===== src/rtl/lifo_stack_pkg.sv =====
`default_nettype none
// +----------------------------------------------------------------------+
// | Module  : lifo_stack_pkg                                             |
// | Brief   : Shared defaults and command-priority encoding for the LIFO.|
// | Revision: 1.0                                                        |
// +----------------------------------------------------------------------+
package lifo_stack_pkg;

  localparam int DEF_DATA_WIDTH = 8;
  localparam int DEF_DEPTH      = 16;

  // Decoded command, already resolved by priority (flush > replace > push > pop)
  typedef enum logic [2:0] {
    CMD_NONE  = 3'd0,
    CMD_PUSH  = 3'd1,
    CMD_POP   = 3'd2,
    CMD_REPL  = 3'd3,
    CMD_FLUSH = 3'd4
  } cmd_t;

  function automatic cmd_t decode_cmd(input logic push, input logic pop,
                                      input logic flush, input logic empty);
    if (flush)            return CMD_FLUSH;
    else if (push && pop) return empty ? CMD_PUSH : CMD_REPL;
    else if (push)        return CMD_PUSH;
    else if (pop)         return CMD_POP;
    else                  return CMD_NONE;
  endfunction

endpackage
`default_nettype wire


===== src/rtl/lifo_stack_if.sv =====
`default_nettype none
// +----------------------------------------------------------------------+
// | Module  : lifo_stack_if                                              |
// | Brief   : Control/data bundle for lifo_stack; peek signals exist     |
// |           only when LIFO_STACK_PEEK_EN is defined.                   |
// | Revision: 1.0                                                        |
// +----------------------------------------------------------------------+
interface lifo_stack_if
  import lifo_stack_pkg::*;
#(
  parameter int DATA_WIDTH = DEF_DATA_WIDTH,
  parameter int DEPTH      = DEF_DEPTH,
  parameter int CNT_WIDTH  = $clog2(DEPTH + 1)
);
  logic                  push;
  logic                  pop;
  logic                  flush;
  logic                  clr_err;
  logic [DATA_WIDTH-1:0] data_in;
  logic [DATA_WIDTH-1:0] data_out;
  logic [CNT_WIDTH-1:0]  count;
  logic                  empty;
  logic                  full;
  logic                  ovf;
  logic                  unf;
`ifdef LIFO_STACK_PEEK_EN
  logic [CNT_WIDTH-1:0]  peek_idx;
  logic [DATA_WIDTH-1:0] peek_data;

  modport master (output push, pop, flush, clr_err, data_in, peek_idx,
                  input  data_out, count, empty, full, ovf, unf, peek_data);
  modport slave  (input  push, pop, flush, clr_err, data_in, peek_idx,
                  output data_out, count, empty, full, ovf, unf, peek_data);
`else
  modport master (output push, pop, flush, clr_err, data_in,
                  input  data_out, count, empty, full, ovf, unf);
  modport slave  (input  push, pop, flush, clr_err, data_in,
                  output data_out, count, empty, full, ovf, unf);
`endif
endinterface
`default_nettype wire


===== src/rtl/lifo_stack_ptr.sv =====
`default_nettype none
// +----------------------------------------------------------------------+
// | Module  : lifo_stack_ptr                                             |
// | Brief   : Stack pointer, command decode, occupancy flags and sticky  |
// |           error flags; drives the storage write port.                |
// | Revision: 1.0                                                        |
// +----------------------------------------------------------------------+
module lifo_stack_ptr
  import lifo_stack_pkg::*;
#(
  parameter int DEPTH      = DEF_DEPTH,
  parameter int CNT_WIDTH  = $clog2(DEPTH + 1),
  parameter int ADDR_WIDTH = $clog2(DEPTH)
) (
  input  logic                  clk,
  input  logic                  rst_n,
  input  logic                  push,
  input  logic                  pop,
  input  logic                  flush,
  input  logic                  clr_err,
  output logic [CNT_WIDTH-1:0]  sp,
  output logic                  empty,
  output logic                  full,
  output logic                  ovf,
  output logic                  unf,
  output logic                  wr_en,
  output logic [ADDR_WIDTH-1:0] wr_addr
);

  localparam logic [CNT_WIDTH-1:0] C_FULL_SP = CNT_WIDTH'(DEPTH);
  localparam logic [CNT_WIDTH-1:0] C_ONE     = CNT_WIDTH'(1);

  logic [CNT_WIDTH-1:0] r_sp;
  logic                 r_empty;
  logic                 r_full;
  logic                 r_ovf;
  logic                 r_unf;

  cmd_t                 w_cmd;
  logic [CNT_WIDTH-1:0] w_sp_next;
  logic                 w_set_ovf;
  logic                 w_set_unf;
  logic                 w_wr_en;
  logic [ADDR_WIDTH-1:0] w_wr_addr;

  assign w_cmd = decode_cmd(push, pop, flush, r_empty);

  always_comb begin
    w_sp_next = r_sp;
    w_set_ovf = 1'b0;
    w_set_unf = 1'b0;
    w_wr_en   = 1'b0;
    w_wr_addr = ADDR_WIDTH'(r_sp);
    case (w_cmd)
      CMD_FLUSH: w_sp_next = '0;
      CMD_REPL: begin
        w_wr_en   = 1'b1;
        w_wr_addr = ADDR_WIDTH'(r_sp - C_ONE);
      end
      CMD_PUSH: begin
        if (r_full) begin
          w_set_ovf = 1'b1;
        end else begin
          w_wr_en   = 1'b1;
          w_sp_next = r_sp + C_ONE;
        end
      end
      CMD_POP: begin
        if (r_empty) w_set_unf = 1'b1;
        else         w_sp_next = r_sp - C_ONE;
      end
      default: ;
    endcase
  end

  // Occupancy flags are registered from the next pointer so they never glitch
  always_ff @(posedge clk or negedge rst_n) begin
    if (!rst_n) begin
      r_sp    <= '0;
      r_empty <= 1'b1;
      r_full  <= 1'b0;
      r_ovf   <= 1'b0;
      r_unf   <= 1'b0;
    end else begin
      r_sp    <= w_sp_next;
      r_empty <= (w_sp_next == '0);
      r_full  <= (w_sp_next == C_FULL_SP);
      r_ovf   <= (r_ovf & ~clr_err) | w_set_ovf;
      r_unf   <= (r_unf & ~clr_err) | w_set_unf;
    end
  end

  assign sp      = r_sp;
  assign empty   = r_empty;
  assign full    = r_full;
  assign ovf     = r_ovf;
  assign unf     = r_unf;
  assign wr_en   = w_wr_en;
  assign wr_addr = w_wr_addr;

endmodule
`default_nettype wire


===== src/rtl/lifo_stack.sv =====
`default_nettype none
// +----------------------------------------------------------------------+
// | Module  : lifo_stack                                                 |
// | Brief   : Parametrised LIFO with replace-top, flush, count and error |
// |           flags. Define LIFO_STACK_PEEK_EN for the indexed peek port.|
// | Revision: 1.0                                                        |
// +----------------------------------------------------------------------+
module lifo_stack
  import lifo_stack_pkg::*;
#(
  parameter int DATA_WIDTH = DEF_DATA_WIDTH,
  parameter int DEPTH      = DEF_DEPTH,
  parameter int CNT_WIDTH  = $clog2(DEPTH + 1)
) (
  input  logic        clk,
  input  logic        rst_n,
  lifo_stack_if.slave bus
);

  localparam int ADDR_WIDTH = $clog2(DEPTH);

  logic [DATA_WIDTH-1:0] r_mem [DEPTH];

  logic [CNT_WIDTH-1:0]  w_sp;
  logic                  w_empty;
  logic                  w_wr_en;
  logic [ADDR_WIDTH-1:0] w_wr_addr;
  logic [ADDR_WIDTH-1:0] w_rd_addr;

  lifo_stack_ptr #(
    .DEPTH      (DEPTH),
    .CNT_WIDTH  (CNT_WIDTH),
    .ADDR_WIDTH (ADDR_WIDTH)
  ) u_ptr (
    .clk     (clk),
    .rst_n   (rst_n),
    .push    (bus.push),
    .pop     (bus.pop),
    .flush   (bus.flush),
    .clr_err (bus.clr_err),
    .sp      (w_sp),
    .empty   (w_empty),
    .full    (bus.full),
    .ovf     (bus.ovf),
    .unf     (bus.unf),
    .wr_en   (w_wr_en),
    .wr_addr (w_wr_addr)
  );

  // Storage is intentionally unreset; the empty gate hides stale entries
  always_ff @(posedge clk) begin
    if (w_wr_en) r_mem[w_wr_addr] <= bus.data_in;
  end

  assign w_rd_addr    = ADDR_WIDTH'(w_sp - CNT_WIDTH'(1));
  assign bus.data_out = w_empty ? '0 : r_mem[w_rd_addr];
  assign bus.count    = w_sp;
  assign bus.empty    = w_empty;

`ifdef LIFO_STACK_PEEK_EN
  logic [ADDR_WIDTH-1:0] w_peek_addr;

  assign w_peek_addr   = ADDR_WIDTH'(w_sp - CNT_WIDTH'(1) - bus.peek_idx);
  assign bus.peek_data = (bus.peek_idx < w_sp) ? r_mem[w_peek_addr] : '0;
`endif

endmodule
`default_nettype wire


===== src/flat_wrapper.sv =====
// flat-port wrapper written by rule: the top's interface ports become plain ports
module lifo_stack_flat import lifo_stack_pkg::*;
#(
  parameter int DATA_WIDTH = DEF_DATA_WIDTH,
  parameter int DEPTH      = DEF_DEPTH,
  parameter int CNT_WIDTH  = $clog2(DEPTH + 1)
)
  (clk, rst_n, bus_push, bus_pop, bus_flush, bus_clr_err, bus_data_in, bus_data_out, bus_count, bus_empty, bus_full, bus_ovf, bus_unf);
  lifo_stack_if #(.DATA_WIDTH(DATA_WIDTH), .DEPTH(DEPTH), .CNT_WIDTH(CNT_WIDTH)) bus_i ();
  input  logic clk;
  input  logic rst_n;
  input wire logic [$bits(bus_i.push)-1:0] bus_push;
  input wire logic [$bits(bus_i.pop)-1:0] bus_pop;
  input wire logic [$bits(bus_i.flush)-1:0] bus_flush;
  input wire logic [$bits(bus_i.clr_err)-1:0] bus_clr_err;
  input wire logic [$bits(bus_i.data_in)-1:0] bus_data_in;
  output wire logic [$bits(bus_i.data_out)-1:0] bus_data_out;
  output wire logic [$bits(bus_i.count)-1:0] bus_count;
  output wire logic [$bits(bus_i.empty)-1:0] bus_empty;
  output wire logic [$bits(bus_i.full)-1:0] bus_full;
  output wire logic [$bits(bus_i.ovf)-1:0] bus_ovf;
  output wire logic [$bits(bus_i.unf)-1:0] bus_unf;
  assign bus_i.push = bus_push;
  assign bus_i.pop = bus_pop;
  assign bus_i.flush = bus_flush;
  assign bus_i.clr_err = bus_clr_err;
  assign bus_i.data_in = bus_data_in;
  assign bus_data_out = bus_i.data_out;
  assign bus_count = bus_i.count;
  assign bus_empty = bus_i.empty;
  assign bus_full = bus_i.full;
  assign bus_ovf = bus_i.ovf;
  assign bus_unf = bus_i.unf;
  lifo_stack #(.DATA_WIDTH(DATA_WIDTH), .DEPTH(DEPTH), .CNT_WIDTH(CNT_WIDTH)) u_core (.clk(clk), .rst_n(rst_n), .bus(bus_i));
endmodule

===== config.mk =====
export PLATFORM = sky130hd
export DESIGN_NAME = lifo_stack_flat
export DESIGN_NICKNAME = d
export VERILOG_FILES = /design/src/rtl/lifo_stack_pkg.sv /design/src/rtl/lifo_stack_if.sv /design/src/rtl/lifo_stack_ptr.sv /design/src/rtl/lifo_stack.sv /design/src/flat_wrapper.sv
export SDC_FILE = /design/constraint.sdc
export NUM_CORES = 1
export LEC_CHECK = 0
export CORE_MARGIN = 2
export CORE_UTILIZATION = 50
export CTS_BUF_LIST = sky130_fd_sc_hd__clkbuf_4
export DETAILED_ROUTE_END_ITERATION = 8
export PLACE_DENSITY = 0.68
export SETUP_SLACK_MARGIN = 0.4
export SLEW_MARGIN = 20
export SYNTH_ARGS = -nofsm -noshare
export SYNTH_HDL_FRONTEND = slang
export SYNTH_HIERARCHICAL = 1
export SYNTH_SLANG_ARGS = --single-unit

===== constraint.sdc =====
create_clock -name clk -period 9.4 [get_ports clk]
set_clock_uncertainty 0.15 [all_clocks]
set_input_delay 0.94 -clock clk [delete_from_list [all_inputs] [get_ports clk]]
set_output_delay 0.94 -clock clk [all_outputs]
set_load 0.01 [all_outputs]

# [Word level (Yosys, flattened, before mapping)]
# Memories as Yosys holds them, arrays and structs flattened.
# Index checks and enable logic that the tools add are counted.
[totals] ff_bits=9 out_inout_bits=17 memories=1 ram_bits=128 elab_cells=38 in_bits=14
[memory_table] name="u_core.r_mem" words=16 word_bits=8 read_ports=1 rd_ports_with_merged_regs=0 write_ports=1 line_no="lifo_stack.sv:22" text="logic [DATA_WIDTH-1:0] r_mem [DEPTH];"
[classes] n_reduce_logical=2 n_bitwise=5 n_mux=18 n_addsub=2 n_eq_ne=5
[op_table] cell="5-bit one-hot mux with 3 select lines" count=1
[op_table] cell="5-bit 2-to-1 mux" count=2
[op_table] cell="2-bit 2-to-1 mux" count=4
[op_table] cell="8-bit 2-to-1 mux" count=1
[op_table] cell="1-bit 2-to-1 mux" count=7
[op_table] cell="3-bit by 2-bit equality test with 1-bit output (second input constant)" count=2
[op_table] cell="5-bit by 1-bit adder with 5-bit output (second input constant)" count=1
[op_table] cell="5-bit equality test (second input constant)" count=1
[op_table] cell="5-bit logical NOT" count=1
[op_table] cell="5-bit by 1-bit subtractor with 5-bit output (second input constant)" count=1
[op_table] cell="4-bit 2-to-1 mux" count=1
[op_table] cell="3-bit by 1-bit equality test with 1-bit output (second input constant)" count=1
[op_table] cell="3-bit equality test (second input constant)" count=1
[op_table] cell="3-bit 2-to-1 mux" count=1
[op_table] cell="1-bit AND" count=2
[op_table] cell="1-bit bitwise OR" count=2
[op_table] cell="1-bit one-hot mux with 2 select lines" count=1
[op_table] cell="1-bit logical AND" count=1
[op_table] cell="1-bit NOT" count=1

# [Logic depth before layout (Yosys ltp)]
# Gate-level depths: netlist (run 1).
[depth] word_depth=8 depth_mapped=9 ltp_nobuf=7

# [By module]
# Netlist (run 1), hierarchy kept.
[modules_own_cells] mod="lifo_stack" seq_area_each_um2=3843.7 cells_each=291 n_inst=1 area_per_inst_um2=5087.4
[modules_own_cells] mod="lifo_stack_ptr" seq_area_each_um2=226.5 cells_each=62 n_inst=1 area_per_inst_um2=633.1

# [Worst setup path before layout (run 1)]
# Ideal clock, no wire load.
[synth_timing] path_type="register to output" from="register u_core.u_ptr.r_sp[0] (netlist: u_core/u_ptr/sp[0])" to="output port bus_data_out[0]" n_path_buf=3 slack_ns=5.943 arrival_ns=2.367 required_time_ns=8.310 path_stages_with_launch=10 path_cell_list="dfrtp_1 -> buf_2 -> buf_2 -> inv_1 -> ha_1 -> clkbuf_1 -> mux4_2 -> nand2_1 -> a21oi_1 -> a41o_1"
[synth_via] elab_chain_len=3
[synth_rtl] item="start: declaration" line_no="lifo_stack_ptr.sv:33" text="logic [CNT_WIDTH-1:0] r_sp;"
[synth_rtl] item="start signal: assignment" line_no="lifo_stack_ptr.sv:85" text="r_sp <= w_sp_next;"
[synth_rtl] item="5-bit by 1-bit subtractor with 5-bit output" line_no="lifo_stack.sv:55" text="assign w_rd_addr = ADDR_WIDTH'(w_sp - CNT_WIDTH'(1));"
[synth_rtl] item="memory read 16 x 8 bit"
[synth_rtl] item="8-bit 2-to-1 mux" line_no="lifo_stack.sv:56" text="assign bus.data_out = w_empty ? '0 : r_mem[w_rd_addr];"
[synth_rtl] item="end: declaration" line_no="flat_wrapper.sv:17" text="output wire logic [$bits(bus_i.data_out)-1:0] bus_data_out;"
# No other way between the ends.

# [Worst setup path in the final report (run 1)]
[layout_timing] from="register u_core.u_ptr.r_sp[1] (netlist: u_core/u_ptr/sp[1])" to="output port bus_data_out[1]"
# The elaborated chain is that of the path after synthesis.

==> metrics.txt, run 1 <==
Pleak=2.20 nW; RR Startpoint=u_core/u_ptr/sp[0]$_DFF_PN0_; distinct cell type count of the synthesized netlist=49; status=completed; H-tree levels=4; Post-synth top cells=128 x edfxtp_1, 48 x nand2_1, 18 x mux4_2, 17 x mux2i_1, 17 x nor2_1; DR pass1 iterations=6; Clock Pin Slew Worst Setup and Hold Paths=100 ps; synthesized net count=370; WL final=11.5 mm; Hold Crit Start=u_core/u_ptr/unf$_DFF_PN0_; Pwr Density=255 nW/µm²; Initial Util=50.7%; Hold Path End=u_core/u_ptr/unf$_DFF_PN0_; register area share after synthesis=71.2%; crit end category=output port; Synth top area share=67.2%; Worst Tran Pin Value=1040 ps; met2 WL=5.67 mm; DP Wirelength=7.26 mm; CP max FO=22; Final Wtd Congestion=0.821; multiplexer share of the synthesized area=10.3%; hold path depth=2; Tmin final=4670 ps; Die H=111 µm; Hold Path Class=reg -> reg; clock latency on the worst-skew pair=490 ps; clk sinks=137; Die ar.=12,300 µm²; first-pass GRT wire length=17.7 mm; Routed Antenna Nets=0; RSZ-0062 raised after global routing=no; crit path DAT=3580 ps; largest net degree at the start of global routing=38; Wirelength per Cell=21.0 µm; Synth Area in Simple Gates=10.4%; Met3 Wirelength=742 µm; PnR Total Power=0.00165 W; Area contributors post-synth=edfxtp_1 67%, mux4_2 7.1%, dfrtp_1 3.5%; R2R cell count=6; clock root cell=clkbuf_4; hold_buf cts=0; Highest Clock Rate=214 MHz; Setup Total Neg Slack=0 ps; area leader, netlist=edfxtp_1; most frequent cell after synthesis=edfxtp_1; routed vias/inst=5.75; DR top layer=met4; fillers=873; Synth Cell Area=5720 µm²; Reg-to-Reg End=u_core/r_mem[7][3]$_DFFE_PP_; FFs w/ async S/R, synth=6.57%; row cnt=39; Tcrit/Tclk final=49.6%; clk buf depth=2; layout cell share with drive strength beyond 1=15.4%; PnR worst setup slack=4730 ps; Die Width=111 µm; Final Hold Vio Count=0; Synth Instances=353; compound-cell area share of the yosys netlist=4.24%; CTS tree=yes; Metal-1 WL=4.89 mm; Post-synth EDFFs=128; ys flop type=edfxtp_1; nets@finish=408; drt drc=0; crit path kind=reg -> out; # port buffers=30; adder-cell area share of the yosys netlist=0.656%; Peak VDD IR=0.137 mV; main combinational cell family by area after synthesis=simple AND/OR/NAND/NOR gates; Syn-to-layout area delta=12.9%; CP required=8310 ps; io pins=31; synthesized flop and latch total=137; vias post-DR=3,137; core footprint=11,300 µm²; Slew Limit Fails=0; Startpoint Class=flop; final core utilization=57.3%; post-place setup slack=5050 ps; ant diodes=0; Synth Warn #=6; Setup Viol. Count Final=0; Reg2Reg Setup Slack=5780 ps; xor/xnor share of the synthesized area=1.40%; initial antenna violation count=0; Num CTS Buffers=17; All-Layer GR Usage=19.4%; 1st-iter DRT viols=280; Post CTS Setup Buffer Count=0; Critical path origin=u_core/u_ptr/sp[1]$_DFF_PN0_; vias in the first global route=3,192; max cap viols=0; # resized after CTS=0; GR Overflow Total=0; average cell area after synthesis=16.2 µm²; max_slew headroom=30.3%
## layout by cell type, fill, tap and decap left out, drive strengths merged, types with 2 or more instances in the layout
| master | n |
|---|---|
| inv | 8 |
| dfrtp | 8 |
| edfxtp | 128 |
| nand2b | 4 |
| clkinv | 6 |
| nand3b | 2 |
| buf | 3 |
| bufinv | 3 |
| ha | 3 |
| mux4 | 18 |
| mux2i | 17 |
| a21oi | 9 |
| xnor2 | 5 |
| nand3 | 15 |
| clkinvlp | 4 |
| clkdlybuf4s50 | 30 |
| nor2b | 5 |
| xor2 | 2 |
| nand2 | 48 |
| nor2 | 17 |
| and3b | 2 |
| nor3b | 2 |
| a22oi | 7 |
| nor3 | 7 |
| o21ai | 4 |
| a41o | 7 |
| clkbuf | 17 |
## cell type report
| type | instances | area (µm²) | area share (%) |
|---|---|---|---|
| flip-flops and latches | 137 | 4070 | 63.0 |
| multi-input cells | 195 | 1580 | 24.4 |
| repair buffers | 33 | 323 | 5.00 |
| well taps | 143 | 179 | 2.77 |
| clock inverters | 14 | 156 | 2.42 |
| clock buffers | 17 | 128 | 1.98 |
| inverters | 7 | 26.3 | 0.407 |
## logic make-up after synthesis
group,count (synthesis)
adder cells (fa/ha/maj),3
AND/OR/NAND/NOR,115
multiplexers,36
flip-flops,137
buffers and inverters,21
AO/OA/AOI/OAI,34
XOR/XNOR,7
## worst max-delay path by stage
stage                                        end  depth (start not counted)  slack [ps]
floorplan                        bus_data_out[0]                          9        5940
global route                     bus_data_out[1]                          6        4360
global placement    u_core/r_mem[4][0]$_DFFE_PP_                          7        5100
detailed placement  u_core/r_mem[0][1]$_DFFE_PP_                          7        5050
CTS                              bus_data_out[1]                          6        4630
finish                           bus_data_out[1]                          6        4730
## flip-flops by register name, indices dropped and copies added, names as in the netlist
signal,cells
u_core/u_ptr/ovf,1
u_core/u_ptr/full,1
u_core/u_ptr/sp,5
u_core/u_ptr/empty,1
u_core/u_ptr/unf,1
u_core/r_mem,128
## worst max-delay path, stage by stage, from the launching register on
cell	delay [ps]
dfrtp_1	530
inv_1	80
ha_1	940
nor2b_1	580
a22oi_1	200
a41o_1	260
clkdlybuf4s50_1	480
## stage by stage
step | hold WS (ps) | area [µm²] | instances
finish | 390 | 6460 | 546
global placement | 362 | 6150 | 515
global route | 404 | 6460 | 546
detailed placement | 378 | 6160 | 515
floorplan | 399 | 5720 | 353
CTS | 388 | 6440 | 546
## report_power, final
group / switching [W] / internal, W
logic: 0.000311 / 0.000243
registers: 0.0000202 / 0.000694
clock network: 0.000199 / 0.000180
total: 0.000529 / 0.00112
## routing by layer
metal  vias up  GRT usage [%]
li1       1451              -
met1      1567           26.8
met2       103           31.0
met3        16           4.76
met4         0           6.00
met5         -              0
No activity file was read; power rests on OpenSTA's default activity.
==> run 2, diff against run 1 <==
- PLACE_DENSITY: 0.68 -> 0.71
- clock period: 9.4 -> 3.8 ns (I/O delays scaled with it)
==> metrics.txt, run 2 (same netlist as run 1, synthesis figures left out) <==
vias in the first global route=3,308 (+3.6%); first-pass GRT wire length=19.1 mm (+8.0%); Startpoint Class=flop; Comb power frac=39.6% (+5.9 points); row cnt=39 (unchanged); Routed Antenna Nets=0 (unchanged); placed insts=537 (+4.3%); CP Cell Sequence=buf_12, or4_4, a21o_4, o2bb2ai_2, clkdlybuf4s50_1; Tcrit/Tclk final=87.2%; 1st-iter DRT viols=361 (+29%); Final Wtd Congestion=0.862 (+4.9%); CP max FO=19 (-14%); crit path DAT=2780 ps (-800 ps); drt drc=0 (unchanged); routed vias/inst=5.80 (+0.91%); CP required=3270 ps (-5040 ps); CP max-delay cell=clkdlybuf4s50_1; sw frac=32.3% (+0.10 points); Pwr Density=641 nW/µm² (+150%); Setup Viol. Count Final=0 (unchanged); max_slew headroom=50.6% (+20 points); clk sinks=137 (unchanged); vias post-DR=3,380 (+7.7%); Highest Clock Rate=302 MHz; io pins=31 (unchanged); Worst Tran Pin Value=739 ps (-299 ps); DP Wirelength=7.98 mm (+10%); largest net degree at the start of global routing=23 (-39%); fin area=6850 µm² (+6.0%); ant diodes=0 (unchanged); clock root cell=clkbuf_4; clock power share=20.2% (-2.8 points); Num CTS Buffers=17 (unchanged); hold_buf cts=0 (unchanged); status=completed; crit end category=output port; Peak VDD IR=0.329 mV (+140%); clk buf depth=2 (unchanged); # port buffers=30 (unchanged); cell area after placement=6320 µm² (+2.6%); Slowest Stage Delay on Critical Path=580 ps (-360 ps); final core utilization=60.7% (+3.4 points); Layout Cells excl Fill=583 (+6.8%); Reg power frac=40.2% (-3.2 points); crit path kind=reg -> out; most flop-heavy register=u_core/r_mem; Final Hold Vio Count=0 (unchanged); Slew Limit Fails=0 (unchanged); CTS tree=yes; Tmin final=3310 ps; Wirelength per Cell=21.4 µm (+1.6%); H-tree levels=4 (unchanged); commonest cells after routing, fill and taps aside=128 x edfxtp_1, 48 x nand2_1, 34 x buf_4; initial antenna violation count=0 (unchanged); core footprint=11,300 µm² (unchanged); WHS=18.8 ps (-371 ps); Hold Path Class=in -> async; Setup Total Neg Slack=0 ps (unchanged); most common cell after layout, fill and taps aside=edfxtp_1; WL final=12.5 mm (+8.5%); max cap viols=0 (unchanged); nets@finish=444 (+8.8%); Die Width=111 µm (unchanged); Initial Util=50.7% (unchanged); All-Layer GR Usage=21.2% (+1.7 points); Clock Pin Slew Worst Setup and Hold Paths=110 ps (about the same); RSZ-0062 raised after global routing=no; layout cell share with drive strength beyond 1=26.1% (+11 points); net switching power=0.00142 W (+170%); Pleak=2.48 nW (+13%); max reg flops=128 (unchanged); clock latency on the worst-skew pair=500 ps (about the same); GR Overflow Total=0 (unchanged); DR pass1 iterations=5 (-1); Die H=111 µm (unchanged); Internal=0.00297 W (+170%); Die ar.=12,300 µm² (unchanged); Syn-to-layout area delta=19.7%
-- run 2: changes by cell type in the layout (fill, tap and decap cells not counted), moves of 4 or more --
cell / delta
clkbuf_4: +4
buf_4: +31
clkdlybuf4s50_1: -6
a21oi_1: -7
a21oi_2: +6
dlymetal6s2s_1: +5
-- run 2: through the flow --
step / setup slack, ps / power [W]
4_1_cts: 404 / 0.00424
3_5_place_dp: 549 / 0.00321
3_3_place_gp: 584 / 0.00320
2_1_floorplan: 825 / 0.00270
6_report: 487 / 0.00439
5_1_grt: 391 / 0.00459
-- run 2: critical path: cells and delay by family (launching register included) --
kind                   cells  cell delay (ps)
buffers and inverters      2              750
AOI/OAI and AO/OA          2              500
and+or+nand+nor            1              550
DFF                        1              460
-- run 2: layer usage --
metal	global-route usage [%]	up-vias	share of wire, %
met1	29.2	1742	44
met3	4.76	16	5.1
met4	6.58	0	1.5
met5	0	-	0
li1	-	1522	-
met2	34.1	100	49
-- run 2: final timing paths --
path                                              start                             to  slack (ps)  depth (start not counted)
min in group clk                            bus_clr_err     u_core/u_ptr/ovf$_DFF_PN0_         300                          2
min                                               rst_n   u_core/u_ptr/sp[1]$_DFF_PN0_          20                          1
max in group asynchronous                         rst_n   u_core/u_ptr/empty$_DFF_PN1_        3140                          1
min reg2reg                  u_core/u_ptr/unf$_DFF_PN0_     u_core/u_ptr/unf$_DFF_PN0_         400                          2
max reg2reg                u_core/u_ptr/empty$_DFF_PN1_  u_core/r_mem[11][2]$_DFFE_PP_         930                          7
max                        u_core/u_ptr/sp[0]$_DFF_PN0_                bus_data_out[6]         490                          5
-- run 2: cell type report --
type                            count  area, µm²
Fill cell                         858       4430
Sequential cell                   137       4070
Multi-Input combinational cell    195       1640
Timing Repair Buffer               69        669
Tap cell                          143        179
Clock buffer                       21        158
Clock inverter                     11        105
Inverter                            7       26.3
-- run 2: repair_timing --
| item | CTS | global route |
|---|---|---|
| pin swaps | 1 | 1 |
| setup endpoints to repair | 8 | 7 |
| setup buffers | 1 | 12 |
| gates resized for setup | 21 | 16 |
| endpoints found under the hold margin | 0 | 0 |
| cloned | 1 | 0 |
-- run 2: power by group through the flow --
stage / Clock, W / Sequential (W) / Combinational, W
global route: 0.000971 / 0.00177 / 0.00185
finish: 0.000888 / 0.00176 / 0.00174
global placement: 0 / 0.00180 / 0.00140
floorplan: 0 / 0.00180 / 0.000900
detailed placement: 0 / 0.00180 / 0.00141
CTS: 0.000904 / 0.00176 / 0.00158
